[config.mk]
export PLATFORM = sky130hd
export DESIGN_NAME = fetch_unit
export DESIGN_NICKNAME = d
export VERILOG_FILES = /design/src/rtl/fetch_unit.sv
export SDC_FILE = /design/constraint.sdc
export NUM_CORES = 1
export LEC_CHECK = 0
export BUFFER_PORTS_ARGS = -buffer_cell sky130_fd_sc_hd__buf_2
export CORE_ASPECT_RATIO = 0.9
export CORE_MARGIN = 2
export CORE_UTILIZATION = 51
export CTS_BUF_LIST = sky130_fd_sc_hd__clkbuf_8
export DETAILED_ROUTE_END_ITERATION = 16
export PLACE_DENSITY = 0.93
export SYNTH_ARGS = -nofsm -noshare
export SYNTH_HDL_FRONTEND = slang
export SYNTH_SLANG_ARGS = --single-unit
[constraint.sdc]
create_clock -name clk -period 2.4 [get_ports clk]
set_clock_uncertainty 0.05 [all_clocks]
set_input_delay 0.12 -clock clk [delete_from_list [all_inputs] [get_ports clk]]
set_output_delay 0.12 -clock clk [all_outputs]
set_load 0.02 [all_outputs]
[src/rtl/fetch_unit.sv]
// ---------------------------------------------------------------------------
// fetch_unit
//   Instruction-fetch stage. Holds the program counter and drives an
//   asynchronous-read instruction memory. Each fetched instruction is
//   registered, together with its PC and the following PC, into a single
//   output slot. Decode takes instructions from this slot.
//
//   Ports
//     clk, rst         clock; synchronous active-high reset
//     stall            hazard hold: no new fetch this cycle
//     redirect_valid   taken branch/jump: load redirect_target, flush slot
//     redirect_target  new PC (low bits cleared; flagged if misaligned)
//     imem_addr        instruction memory address (= pc, combinational)
//     imem_rdata       instruction at imem_addr, same cycle
//     out_valid        slot holds a fetched instruction
//     out_ready        decode accepts the slot this cycle
//     out_pc           PC of the slot instruction
//     out_pc_next      out_pc + INSTR_BYTES (wraps modulo 2^ADDR_WIDTH)
//     out_instr        slot instruction
//     misalign_fault   one-cycle pulse after a misaligned redirect
//     fetch_count      saturating count of slots accepted by decode
//
//   Handshake: a slot transfers on any rising edge where
//   out_valid & out_ready. While out_valid=1 and out_ready=0 every out_*
//   signal is held stable and the pc does not advance. out_valid never
//   depends combinationally on out_ready. All out_* are driven from flops.
// ---------------------------------------------------------------------------
module fetch_unit #(
    parameter int ADDR_WIDTH   = 16,
    parameter int DATA_WIDTH   = 32,
    parameter int INSTR_BYTES  = 4,
    parameter int RESET_VECTOR = 0,
    parameter int CNT_WIDTH    = 32
) (
    input  logic                  clk,
    input  logic                  rst,
    input  logic                  stall,
    input  logic                  redirect_valid,
    input  logic [ADDR_WIDTH-1:0] redirect_target,
    output logic [ADDR_WIDTH-1:0] imem_addr,
    input  logic [DATA_WIDTH-1:0] imem_rdata,
    output logic                  out_valid,
    input  logic                  out_ready,
    output logic [ADDR_WIDTH-1:0] out_pc,
    output logic [ADDR_WIDTH-1:0] out_pc_next,
    output logic [DATA_WIDTH-1:0] out_instr,
    output logic                  misalign_fault,
    output logic [CNT_WIDTH-1:0]  fetch_count
);

    // Step and alignment masks are built from INSTR_BYTES directly, so an
    // INSTR_BYTES of 1 (no alignment bits) needs no special-case slicing.
    localparam logic [ADDR_WIDTH-1:0] STEP       = ADDR_WIDTH'(INSTR_BYTES);
    localparam logic [ADDR_WIDTH-1:0] LOW_MASK   = STEP - ADDR_WIDTH'(1);
    localparam logic [ADDR_WIDTH-1:0] ALIGN_MASK = ~LOW_MASK;
    localparam logic [ADDR_WIDTH-1:0] RST_PC     = ADDR_WIDTH'(RESET_VECTOR);
    localparam logic [CNT_WIDTH-1:0]  CNT_MAX    = '1;

    logic [ADDR_WIDTH-1:0] pc;
    logic [ADDR_WIDTH-1:0] pc_plus;
    logic                  accept;
    logic                  load;

    assign imem_addr = pc;
    assign pc_plus   = pc + STEP;
    assign accept    = out_valid & out_ready;
    // The slot can take a new instruction when it is empty or draining now.
    assign load      = ~stall & (~out_valid | out_ready);

    always_ff @(posedge clk) begin
        if (rst) begin
            pc             <= RST_PC;
            out_valid      <= 1'b0;
            out_pc         <= '0;
            out_pc_next    <= '0;
            out_instr      <= '0;
            misalign_fault <= 1'b0;
            fetch_count    <= '0;
        end else begin
            misalign_fault <= 1'b0;

            // Counting is independent of the priority chain: an accepted
            // slot is counted even when a redirect flushes it.
            if (accept && (fetch_count != CNT_MAX)) begin
                fetch_count <= fetch_count + CNT_WIDTH'(1);
            end

            if (redirect_valid) begin
                pc             <= redirect_target & ALIGN_MASK;
                out_valid      <= 1'b0;
                misalign_fault <= |(redirect_target & LOW_MASK);
            end else if (load) begin
                out_pc      <= pc;
                out_pc_next <= pc_plus;
                out_instr   <= imem_rdata;
                out_valid   <= 1'b1;
                pc          <= pc_plus;
            end else if (accept) begin
                // Stalled while decode drains the slot: leave a bubble.
                out_valid <= 1'b0;
            end
        end
    end

endmodule

==> results.yml <==
logic_synthesis:
  synth_edf_count: 0
  yosysSeqAreaShare_pct: 46.6
  yosysWarnings: 0
  syn_inst: 566
  syn_area_per_cell_um2: 8.20
  ys_types: 47
  synth_top_area_share_pct: 46.6
  ys_ff_latch: 108
  yosys.area.top_type: "dfxtp_1"
  synth.most_common_cell: "nand2_1"
  synthArstFlopShare_pct: 0
  ys.flop_type: "dfxtp_1"
  yosys-top-cells-area: "dfxtp_1 (47%), nand2_1 (9.4%), a21oi_1 (7.0%)"
  synth_commonest_cells: "nand2_1 (116), dfxtp_1 (108), a21oi_1 (65)"
  syn_area_um2: 4640
place:
  numPortBuffers: 160
  dpl.hpwl_um: 8600
  place.gp.congestion: 0.825
  pre_cts_ws_ns: 0.185
grt:
  overflow: 0
  grt_max_degree: 73
  grt_pass1_wl_um: 22300
  grt_pass1_vias: 4644
  grt_usage_pct: 27.8
  antenna_found_initial: 0
route:
  wl_per_cell_um: 15.5
  routed.top_layer: "met4"
  route.detailed.drc: 0
  ant_nets: 0
  dr_wl_met3_um: 1190
  num_vias: 4903
  wl_met1_um: 5390
  dr_wl_met2_um: 6810
  drtIter0Drc: 248
  postRouteWirelength_um: 13800
  firstDrtPassIters: 6
  viasPerCell: 5.53
clocking:
  cts_root_buf: "clkbuf_8"
  cts.sinks: 108
  cts_buffers: 9
  htree_levels: 3
  cts_tree: "yes"
  clk_latency_ns: 0.38
  cts_buffer_depth: 2
  post_cts_buffers: 0
  clk_pin_slew_ns: 0.10
die:
  start_util_pct: 51.8
  num_rows: 33
  fp.dieH_um: 94.5
  die-area_um2: 9880
  top_level_ports: 167
  fp.dieW_um: 105
  design.core.area_um2: 8960
sta:
  fin_crit_sh_pct: 94.9
  relSlewSlack_pct: 63.8
  worstMarginPinSlew_ns: 0.539
  layout_setup_ws_ns: 0.122
  setup_viol: 0
  rsz0062_at_grt: "false"
  hold_violations: 0
  tns_ns: 0
  max_freq_mhz: 439
  fin_crit_ns: 2.28
  slew_viol_final: 0
finish:
  drive_above_1_share_pct: 26.5
  nets: 815
  nFillCells: 691
  syn_to_final_growth_pct: 33.4
  antenna-diode-count: 0
  final_core_util_pct: 69.1
pwr:
  p_per_area_nw_per_um2: 558
  p_switching_mw: 1.00
  peakVddDrop_uv: 470
  combPwrFrac_pct: 14.2
  p_int_mw: 2.45
  p_clk_share_pct: 30.2
  power_leakage_nw: 2.62
  seq_power_share_pct: 55.6
  switching_share_pct: 29.0
setup_path:
  start_kind: "register"
  setup.worst_path.end_class: "register"
  crit_fanout: 11
  rrSetupSlack_ns: 0.12
  crit_required_ns: 2.65
  cp.arrival_ns: 2.53
  worstSetupPathType: "reg2reg"
run_status:
  status: "finished clean"
job:
  cap_viol_max_count: 0
hold_path:
  hold_path.class: "in2reg"
[final cells by class]
class,instances,area (µm²),share of cell area [%]
Multi-Input combinational cell,414,2280,36.9
Sequential cell,108,2160,35.0
Timing Repair Buffer,218,1370,22.2
Tap cell,122,153,2.47
Clock buffer,9,124,2.00
Clock inverter,7,58.8,0.950
Inverter,9,33.8,0.546
[critical path, stage by stage, from the launching register on]
cell and delay [ns]:
dfxtp_1 0.44, nand4_1 0.25, or3_1 0.40, a211o_1 0.41, or4_1 0.51, a21oi_1 0.14
[worst paths after layout]
path | from | end | cells past startpoint
max | fetch_count[12] | fetch_count[29] | 5
min | redirect_target[6] | imem_addr[6] | 3
max reg2reg | fetch_count[12] | fetch_count[29] | 5
min reg2reg | out_pc[14] | out_pc[14] | 2
[kinds of logic (layout without fill, tap and decap cells)]
group | Yosys count | after routing | share of synthesized area (%)
other | 1 | 6 | 0.0808
adder cells (fa/ha/maj) | 2 | 2 | 0.539
buffers and inverters | 49 | 243 | 4.72
AND/OR/NAND/NOR | 247 | 247 | 25.0
AO/OA/AOI/OAI | 124 | 124 | 16.3
multiplexers | 4 | 4 | 0.944
XOR/XNOR | 31 | 31 | 5.85
flip-flops | 108 | 108 | 46.6
[sequential cells by signal (all words and copies together) (netlist names)]
signal	count
out_instr	32
imem_addr	14
fetch_count	32
misalign_fault	1
out_pc_next	14
out_valid	1
out_pc	14
[per-stage QoR]
stage                     instances  area, µm²  hold WS [ns]  power [mW]
after global routing            887       6190        0.0295        3.60
final                           887       6190        0.0246        3.46
after CTS                       887       6190       0.00988        3.46
after floorplan                 571       4660         0.149        2.22
after detailed placement        823       5520         0.315        2.37
after global placement          823       5520         0.309        2.36
[timing repair]
item | CTS | global route
setup endpoints to repair | 0 | 1
gates resized for setup | 0 | 1
hold buffers | 48 | 0
endpoints found under the hold margin | 46 | 0
[placed cells by master (no fill, tap or decap), types with 5 or more instances in the layout]
master         instances
a211oi_1              28
xnor2_1               19
dlygate4sd3_1         48
inv_1                  9
nand4_1               14
xor2_1                12
buf_2                159
a21oi_1               65
dfxtp_1              107
conb_1                 6
clkbuf_8               9
buf_4                 10
and4_1                 5
and3_1                 5
or3_1                 17
nor2_1                52
o21ai_0               14
nand2_1              116
nand3_1               11
[per-layer routing]
layer	up-vias	global-route usage [%]
met5	-	0
met4	0	10.4
met3	48	8.21
met2	219	48.1
met1	2314	33.0
li1	2322	-
[power groups by stage]
stage	logic, mW	registers [mW]	clock network, mW
floorplan	0.189	2.03	0
global placement	0.404	1.96	0
detailed placement	0.414	1.96	0
CTS	0.475	1.92	1.07
global route	0.527	1.93	1.15
finish	0.490	1.92	1.04
Power figures use the tool's default switching activity.
